==> src/rtl/axis_pkg.sv <==
// Shared definitions for the AXI4-Stream read path: FSM encoding, default widths
// and a constant-foldable clog2.
package axis_pkg;

  localparam int AXIS_DATA_WIDTH = 32;
  localparam int AXIS_CNT_WIDTH  = 16;

  typedef enum logic [1:0] {
    S_IDLE = 2'b00,
    S_RECV = 2'b01,
    S_WAIT = 2'b10
  } axis_state_e;

  function automatic int clog2(input int value);
    int r;
    r = 0;
    for (int i = 0; i < 31; i++) begin
      if ((1 << i) < value) r = i + 1;
    end
    return r;
  endfunction

endpackage

==> src/rtl/axis_sync_fifo.sv <==
// First-word-fall-through FIFO with extended pointers; the head entry is visible
// combinationally and occupancy is the pointer difference.
module axis_sync_fifo
  import axis_pkg::*;
#(
  parameter int pWIDTH = AXIS_DATA_WIDTH + 1,
  parameter int pDEPTH = 4,
  localparam int AW = clog2(pDEPTH)
) (
  input  logic              axis_clk,
  input  logic              rst,
  input  logic              push,
  input  logic [pWIDTH-1:0] wdata,
  input  logic              pop,
  output logic [pWIDTH-1:0] rdata,
  output logic              full,
  output logic              empty,
  output logic [AW:0]       level
);

  localparam logic [AW:0] PTR_ONE = (AW + 1)'(1);

  logic [pWIDTH-1:0] mem [pDEPTH];
  logic [AW:0]       wr_ptr;
  logic [AW:0]       rd_ptr;
  logic              do_push;
  logic              do_pop;

  // Guard both ports locally so a misbehaving caller cannot corrupt the pointers.
  assign do_push = push && !full;
  assign do_pop  = pop && !empty;

  always_ff @(posedge axis_clk or posedge rst) begin
    if (rst) begin
      wr_ptr <= '0;
      rd_ptr <= '0;
    end else begin
      if (do_push) wr_ptr <= wr_ptr + PTR_ONE;
      if (do_pop)  rd_ptr <= rd_ptr + PTR_ONE;
    end
  end

  always_ff @(posedge axis_clk) begin
    if (do_push) mem[wr_ptr[AW-1:0]] <= wdata;
  end

  assign rdata = mem[rd_ptr[AW-1:0]];
  assign empty = (wr_ptr == rd_ptr);
  assign full  = (wr_ptr[AW] != rd_ptr[AW]) && (wr_ptr[AW-1:0] == rd_ptr[AW-1:0]);
  assign level = wr_ptr - rd_ptr;

endmodule

==> src/rtl/axistream_read.sv <==
// AXI4-Stream sink for the FIR output: buffers one frame in a FWFT FIFO, hands it
// to a local consumer and pulses frame_done once the frame has fully drained.
module axistream_read
  import axis_pkg::*;
#(
  parameter int pDATA_WIDTH = AXIS_DATA_WIDTH,
  parameter int pFIFO_DEPTH = 4,
  parameter int pCNT_WIDTH  = AXIS_CNT_WIDTH,
  localparam int AW = clog2(pFIFO_DEPTH)
) (
  input  logic                   axis_clk,
  input  logic                   axistream_r_rst,
  input  logic                   en,
  input  logic                   sm_tvalid,
  input  logic [pDATA_WIDTH-1:0] sm_tdata,
  input  logic                   sm_tlast,
  output logic                   sm_tready,
  input  logic                   rd_en,
  output logic [pDATA_WIDTH-1:0] rd_data,
  output logic                   rd_valid,
  output logic                   rd_last,
  output logic [pCNT_WIDTH-1:0]  word_cnt,
  output logic [AW:0]            fifo_level,
  output logic                   frame_done
);

  localparam logic [AW:0]         LVL_ONE = (AW + 1)'(1);
  localparam logic [pCNT_WIDTH-1:0] CNT_ONE = pCNT_WIDTH'(1);

  axis_state_e          state;
  logic                 full;
  logic                 empty;
  logic                 accept;
  logic                 pop;
  logic [pDATA_WIDTH:0] head;

  // tready depends only on registered state and pointers, never on tvalid.
  assign sm_tready = (state == S_RECV) && !full;
  assign accept    = sm_tvalid && sm_tready;
  assign rd_valid  = !empty;
  assign pop       = rd_en && rd_valid;
  assign rd_data   = head[pDATA_WIDTH-1:0];
  assign rd_last   = rd_valid && head[pDATA_WIDTH];

  axis_sync_fifo #(
    .pWIDTH (pDATA_WIDTH + 1),
    .pDEPTH (pFIFO_DEPTH)
  ) u_fifo (
    .axis_clk (axis_clk),
    .rst      (axistream_r_rst),
    .push     (accept),
    .wdata    ({sm_tlast, sm_tdata}),
    .pop      (pop),
    .rdata    (head),
    .full     (full),
    .empty    (empty),
    .level    (fifo_level)
  );

  always_ff @(posedge axis_clk or posedge axistream_r_rst) begin
    if (axistream_r_rst) begin
      state      <= S_IDLE;
      word_cnt   <= '0;
      frame_done <= 1'b0;
    end else begin
      frame_done <= 1'b0;
      case (state)
        S_IDLE: begin
          if (en) begin
            state    <= S_RECV;
            word_cnt <= '0;
          end
        end
        S_RECV: begin
          if (accept) begin
            if (word_cnt != '1) word_cnt <= word_cnt + CNT_ONE;
            if (sm_tlast) state <= S_WAIT;
          end
        end
        S_WAIT: begin
          // A pop of the final entry on this edge counts as drained.
          if (empty || ((fifo_level == LVL_ONE) && pop)) begin
            frame_done <= 1'b1;
            state      <= S_IDLE;
          end
        end
        default: state <= S_IDLE;
      endcase
    end
  end

endmodule

==> config.mk <==
export PLATFORM = sky130hd
export DESIGN_NAME = axistream_read
export DESIGN_NICKNAME = d
export VERILOG_FILES = /design/src/rtl/axis_pkg.sv /design/src/rtl/axis_sync_fifo.sv /design/src/rtl/axistream_read.sv
export SDC_FILE = /design/constraint.sdc
export NUM_CORES = 1
export LEC_CHECK = 0
export ABC_CLOCK_PERIOD_IN_PS = 4430
export CAP_MARGIN = 20
export CORE_UTILIZATION = 30
export DETAILED_ROUTE_END_ITERATION = 10
export PLACE_DENSITY = 0.59
export REMOVE_ABC_BUFFERS = 1
export SKIP_LAST_GASP = 1
export SYNTH_ARGS = -nofsm -noshare
export SYNTH_HDL_FRONTEND = slang
export SYNTH_SLANG_ARGS = --single-unit
==> constraint.sdc <==
create_clock -name axis_clk -period 4.43 [get_ports axis_clk]
set_input_delay 0.443 -clock axis_clk [delete_from_list [all_inputs] [get_ports axis_clk]]
set_output_delay 0.443 -clock axis_clk [all_outputs]
set_load 0.1 [all_outputs]
==> impl_results.md, run 1 <==
- Share of layout cells above drive strength 1: 22.2%
- Startpoint types: flip-flop
- Sequential-to-total area share from yosys stat: 71.9%
- GRT Total Usage: 12.2%
- First-pass GRT wire length: 19800 microns
- Count of TritonRoute iterations in the first routing pass: 4
- WL/cell: 17.2 microns
- Post-cts resize count: 0
- Initial Util: 30.5%
- Crit-path max FO: 14
- CTS tree: yes
- Clk root buf: clkbuf_16
- Clock sinks: 157
- Post-CTS Hold Fix Bufs: 0
- Setup TNS: 0 ns
- Final Skew: 0.00639 ns
- Post-DR vias/cell: 4.62
- Fin crit period: 3.42 ns
- Synth area leader: edfxtp_1
- Die outline width: 148 microns
- Number of I/O pins: 93
- Final GP Congestion: 0.796
- Max Root-Sink Buffers: 2
- Die height: 148 microns
- Ys async rst share: 15.9%
- XOR/XNOR Fraction of Synth Area: 1.08%
- Final Hold Vio Count: 0
- Min-delay worst type: input port to asynchronous set/reset pin
- Full die area: 21900 sq um
- Post-Synth Adder-Cell Area: 1.88%
- Distinct cells, synth: 46
- Max_slew headroom: 31.5%
- Fmax: 292 MHz
- CTS buffer count: 17
- EDFF count, synth: 132
- Mapped cell area: 6390 sq um
- Status: complete, no violations
- Main flop type after synthesis: edfxtp_1
- Critical Path End Type: output port
- Top cells by area, synth: edfxtp_1 (62%), mux4_2 (12%), dfrtp_1 (9.8%)
- Final Setup Violations: 0
- Antenna viol nets, final: 0
- DRC Markers: 0
- 1st-iter DRT viols: 84
- Total Wirelength: 12500 microns
- Largest family of logic cells by synthesized area: multiplexers
- Layout area overhead: 28.1%
- Avg Cell Area, Syn: 18.8 sq um
- Input/output buffers: 92
- Commonest cells post-synth: edfxtp_1 (132), mux4_2 (33), dfrtp_1 (25)
- Multiplexer area fraction after synthesis: 13.7%
- Critical path data arrival time: 2.98 ns
- Initial antenna violation count: 1
- Largest net degree at the start of global routing: 35
- Core ar.: 21000 sq um
- Slew Limit Fails: 0
- Clock latency on the worst-skew pair: 0.41 ns
- Row count: 53
- Simple-gate share of the synthesized area: 7.64%
- Final Cycle Share: 77.2%
- RSZ-0062 raised after global routing: no
- Fin area: 8180 sq um
- Worst-path clk slew: 0.06 ns
- Yosys top cell area share: 62.1%
- Layout Nets: 488
- Final HPWL DP: 8260 microns
- Dpl cell area: 7590 sq um
- Post-CTS Setup Repair Bufs: 0
- Vias in the first global route: 3511
- Yosys warns: 0
- CTS H-tree lvls: 4
- Setup CP Type: flip-flop to output port
- Worst Path Required: 3.99 ns
- GR Overflow Total: 0
- Slew @ Worst Pin: 1.02 ns
- Post-synthesis cell count: 340
- Complex-gate fraction of the synthesized area: 2.02%
- Total number of vias: 3376
- Post-synthesis register bit count: 157
- Total of max-cap violations: 0
- Count leader, synth: edfxtp_1
state kept, by name, indices dropped and copies added (netlist names):
name           count
u_fifo.wr_ptr      3
state              2
u_fifo.mem       132
word_cnt          16
frame_done         1
u_fifo.rd_ptr      3
layer usage:
metal	vias to the layer above	track usage, %	wire, microns
met5	-	0	0
met4	0	2.63	23
met3	2	5.59	1120
met2	102	18.6	5840
met1	1714	15.8	5550
li1	1558	-	-
cell type report:
type                            count  area, sq um
Antenna cell                        1         2.50
Clock buffer                       18          429
Clock inverter                     14          133
Fill cell                        1918        12800
Inverter                           10         37.5
Multi-Input combinational cell    159         1690
Sequential cell                   157         4590
Tap cell                          275          344
Timing Repair Buffer               96          958
placed cells by master, fill, tap and decap left out, types with 3 or more instances in the layout:
master           count
ha_1                 8
inv_6                4
mux2i_1             11
buf_4                8
nor4_1               5
o21ai_0              4
dfrtp_1             23
inv_1               10
or2_2               11
and2_2               5
clkdlybuf4s50_1     87
nand4_1              4
mux4_2              33
nand3_1             10
nand2_1             22
nor3_1               4
o31ai_1              5
xnor2_1              4
clkbuf_16           17
nand2b_1             3
edfxtp_1           132
through the flow:
stage                     setup slack (ns)  hold WS, ns  cells  util, %
after CTS                            0.919        0.574    728     38.9
after global placement                1.35        0.547    696     36.2
after floorplan                      0.344        0.470    326        -
final                                 1.01        0.309    730     39.0
after global routing                 0.830        0.320    729     39.0
after detailed placement              1.28        0.561    696     36.2
cell families (layout without fill, tap and decap cells):
family,after synthesis,in the layout
multiplexers,46,46
flip-flops,157,157
XOR/XNOR,7,7
buffers and inverters,24,138
AND/OR/NAND/NOR,80,80
adder cells (fa/ha/maj),9,9
AO/OA/AOI/OAI,17,17
other,0,1
critical path, stage by stage (launching register included):
cell and delay, ns:
dfrtp_2 0.65, buf_4 0.32, ha_1 0.34, inv_1 0.10
clkdlybuf4s50_1 1.15
path summary, 6_finish.rpt:
check,startpoint,endpoint,slack (ns),cells past startpoint
max,u_fifo.rd_ptr[0],fifo_level[0],1.01,4
min,axistream_r_rst,word_cnt[5],0.31,2
max reg2reg,u_fifo.rd_ptr[0],u_fifo.mem[0][21],1.42,4
min reg2reg,u_fifo.rd_ptr[2],u_fifo.rd_ptr[2],0.57,1
max in group asynchronous,axistream_r_rst,u_fifo.rd_ptr[1],3.71,3
min in group axis_clk,u_fifo.rd_ptr[2],u_fifo.rd_ptr[2],0.57,1
Power of run 1 is left out: the tool's default activity adds up to more than one toggle a clock period on the data nets, which glitch-free logic cannot reach.
==> inputs of run 2 (changes only) <==
ABC_CLOCK_PERIOD_IN_PS = 3300   (was 4430)
clock period = 3.3 ns   (was 4.43 ns; I/O delays follow)
==> impl_results.md, run 2 (synthesized netlist as in run 1, its figures left out) <==
- Final Cycle Share: 80.1%
- Worst-path clk slew: 0.06 ns (about the same)
- Count of TritonRoute iterations in the first routing pass: 4 (unchanged)
- Max Root-Sink Buffers: 2 (unchanged)
- Fin crit period: 2.64 ns
- Clock sinks: 157 (unchanged)
- Initial antenna violation count: 1 (unchanged)
- Final Hold Vio Count: 0 (unchanged)
- Most frequent cells in the layout: edfxtp_1 (132), clkdlybuf4s50_1 (54), buf_4 (42), mux4_2 (33), dfrtp_1 (23)
- Critical path data arrival time: 2.31 ns (-0.67 ns)
- Grt met2 use: 19.2% (+0.57 points)
- Row count: 53 (unchanged)
- Core ar.: 21000 sq um (unchanged)
- Setup TNS: 0 ns (unchanged)
- Slew @ Worst Pin: 0.983 ns (-0.0409 ns)
- Met1 Track Usage GR: 15.9% (+0.13 points)
- GR Overflow Total: 0 (unchanged)
- Layout Nets: 491 (+0.61%)
- Full die area: 21900 sq um (unchanged)
- 1st-iter DRT viols: 183 (+120%)
- Register area: 4590 sq um (unchanged)
- Post-DR vias/cell: 4.72 (+2.0%)
- Total Wirelength: 12800 microns (+2.5%)
- Die height: 148 microns (unchanged)
- Number of I/O pins: 93 (unchanged)
- Multi-input logic area: 1690 sq um (unchanged)
- Vias in the first global route: 3512 (+0.028%)
- Layout area overhead: 28.1% (unchanged)
- CTS H-tree lvls: 4 (unchanged)
- Post-CTS Hold Fix Bufs: 0 (unchanged)
- Final Skew: 0.00975 ns (+0.00336 ns)
- Crit-path max FO: 35 (+21)
- Critical Path End Type: output port
- Largest net degree at the start of global routing: 37 (+5.7%)
- Status: complete, no violations
- RSZ-0062 raised after global routing: no
- Post-cts resize count: 0 (unchanged)
- Setup CP Type: flip-flop to output port
- Commonest non-fill, non-tap cell in the layout: edfxtp_1
- Max_slew headroom: 34.3% (+2.7 points)
- Worst Path Required: 2.97 ns (-1.02 ns)
- CTS tree: yes
- Clock latency on the worst-skew pair: 0.42 ns (about the same)
- CTS buffer count: 17 (unchanged)
- Final HPWL DP: 7990 microns (-3.2%)
- Clk root buf: clkbuf_16
- Min-delay worst type: input port to asynchronous set/reset pin
- Max reg flops: 132 (unchanged)
- Initial Util: 30.5% (unchanged)
- WL/cell: 17.5 microns (+2.1%)
- GRT Total Usage: 12.3% (+0.15 points)
- Total number of vias: 3457 (+2.4%)
- Share of layout cells above drive strength 1: 29.8% (+7.5 points)
- Die outline width: 148 microns (unchanged)
- Final GP Congestion: 0.788 (-1.1%)
- GRT met3 Usage: 4.78% (-0.80 points)
- Slew Limit Fails: 0 (unchanged)
- Total of max-cap violations: 0 (unchanged)
- Fillcell total: 1958 (+2.1%)
- Reg2reg path depth: 5 (+1)
- DRC Markers: 0 (unchanged)
- Input/output buffers: 92 (unchanged)
- Busiest layer in global routing: met2
- Final Setup Violations: 0 (unchanged)
- First-pass GRT wire length: 20000 microns (+1.2%)
- Post-CTS Setup Repair Bufs: 0 (unchanged)
- Fmax: 378 MHz
- Startpoint types: flip-flop
- Antenna viol nets, final: 0 (unchanged)
run 2: changes by cell type in the layout (fill, tap and decap cells not counted):
cell | previous run | this run
clkbuf_1 | 1 | 3
clkdlybuf4s50_1 | 87 | 54
clkinv_1 | 2 | 1
clkinv_2 | 1 | 0
buf_12 | 0 | 2
inv_6 | 4 | 3
inv_8 | 2 | 0
clkinvlp_4 | 2 | 3
buf_4 | 8 | 42
bufinv_16 | 1 | 3
run 2: per-layer routing:
layer  wire length (microns)  share of wire (%)
met1                    5730                 45
met2                    6120                 48
met3                     896                7.0
met4                     100               0.78
met5                       0                  0
run 2: stage by stage:
stage / cells / util, % / hold WS, ns / setup WS (ns) / instance area [sq um]
global route: 732 / 39.0 / 0.185 / 0.494 / 8180
global placement: 699 / 36.1 / 0.545 / 0.952 / 7560
CTS: 731 / 38.9 / 0.516 / 0.557 / 8150
finish: 733 / 39.0 / 0.173 / 0.658 / 8180
floorplan: 326 / - / 0.357 / -0.717 / 6310
detailed placement: 699 / 36.1 / 0.564 / 0.893 / 7560
run 2: final timing paths:
path | start | to | slack [ns]
setup / recovery | u_fifo.rd_ptr[0] | rd_last | 0.66
hold / removal | axistream_r_rst | word_cnt[11] | 0.17
setup reg to reg | u_fifo.wr_ptr[0] | u_fifo.mem[1][10] | 0.92
hold reg to reg | u_fifo.wr_ptr[2] | u_fifo.wr_ptr[2] | 0.57
max in group asynchronous | axistream_r_rst | u_fifo.rd_ptr[1] | 2.72
min in group axis_clk | sm_tdata[8] | u_fifo.mem[0][8] | 0.54
run 2: area by class of cell:
class                      instances  area share (%)
antenna                            1          0.0306
clock buffer                      20            5.34
clock inverter                    12            1.96
inverter                          10           0.459
multi-input combinational        159            20.6
sequential                       157            56.1
tap                              275            4.20
timing repair buffer              99            11.3
run 2: critical path, cell delays in order, from the launching register on:
cell     delay, ns
dfrtp_2       0.36
buf_4         0.56
mux4_2        0.59
and2_1        0.20
buf_12        0.17
Power of run 2 is left out for the same reason.
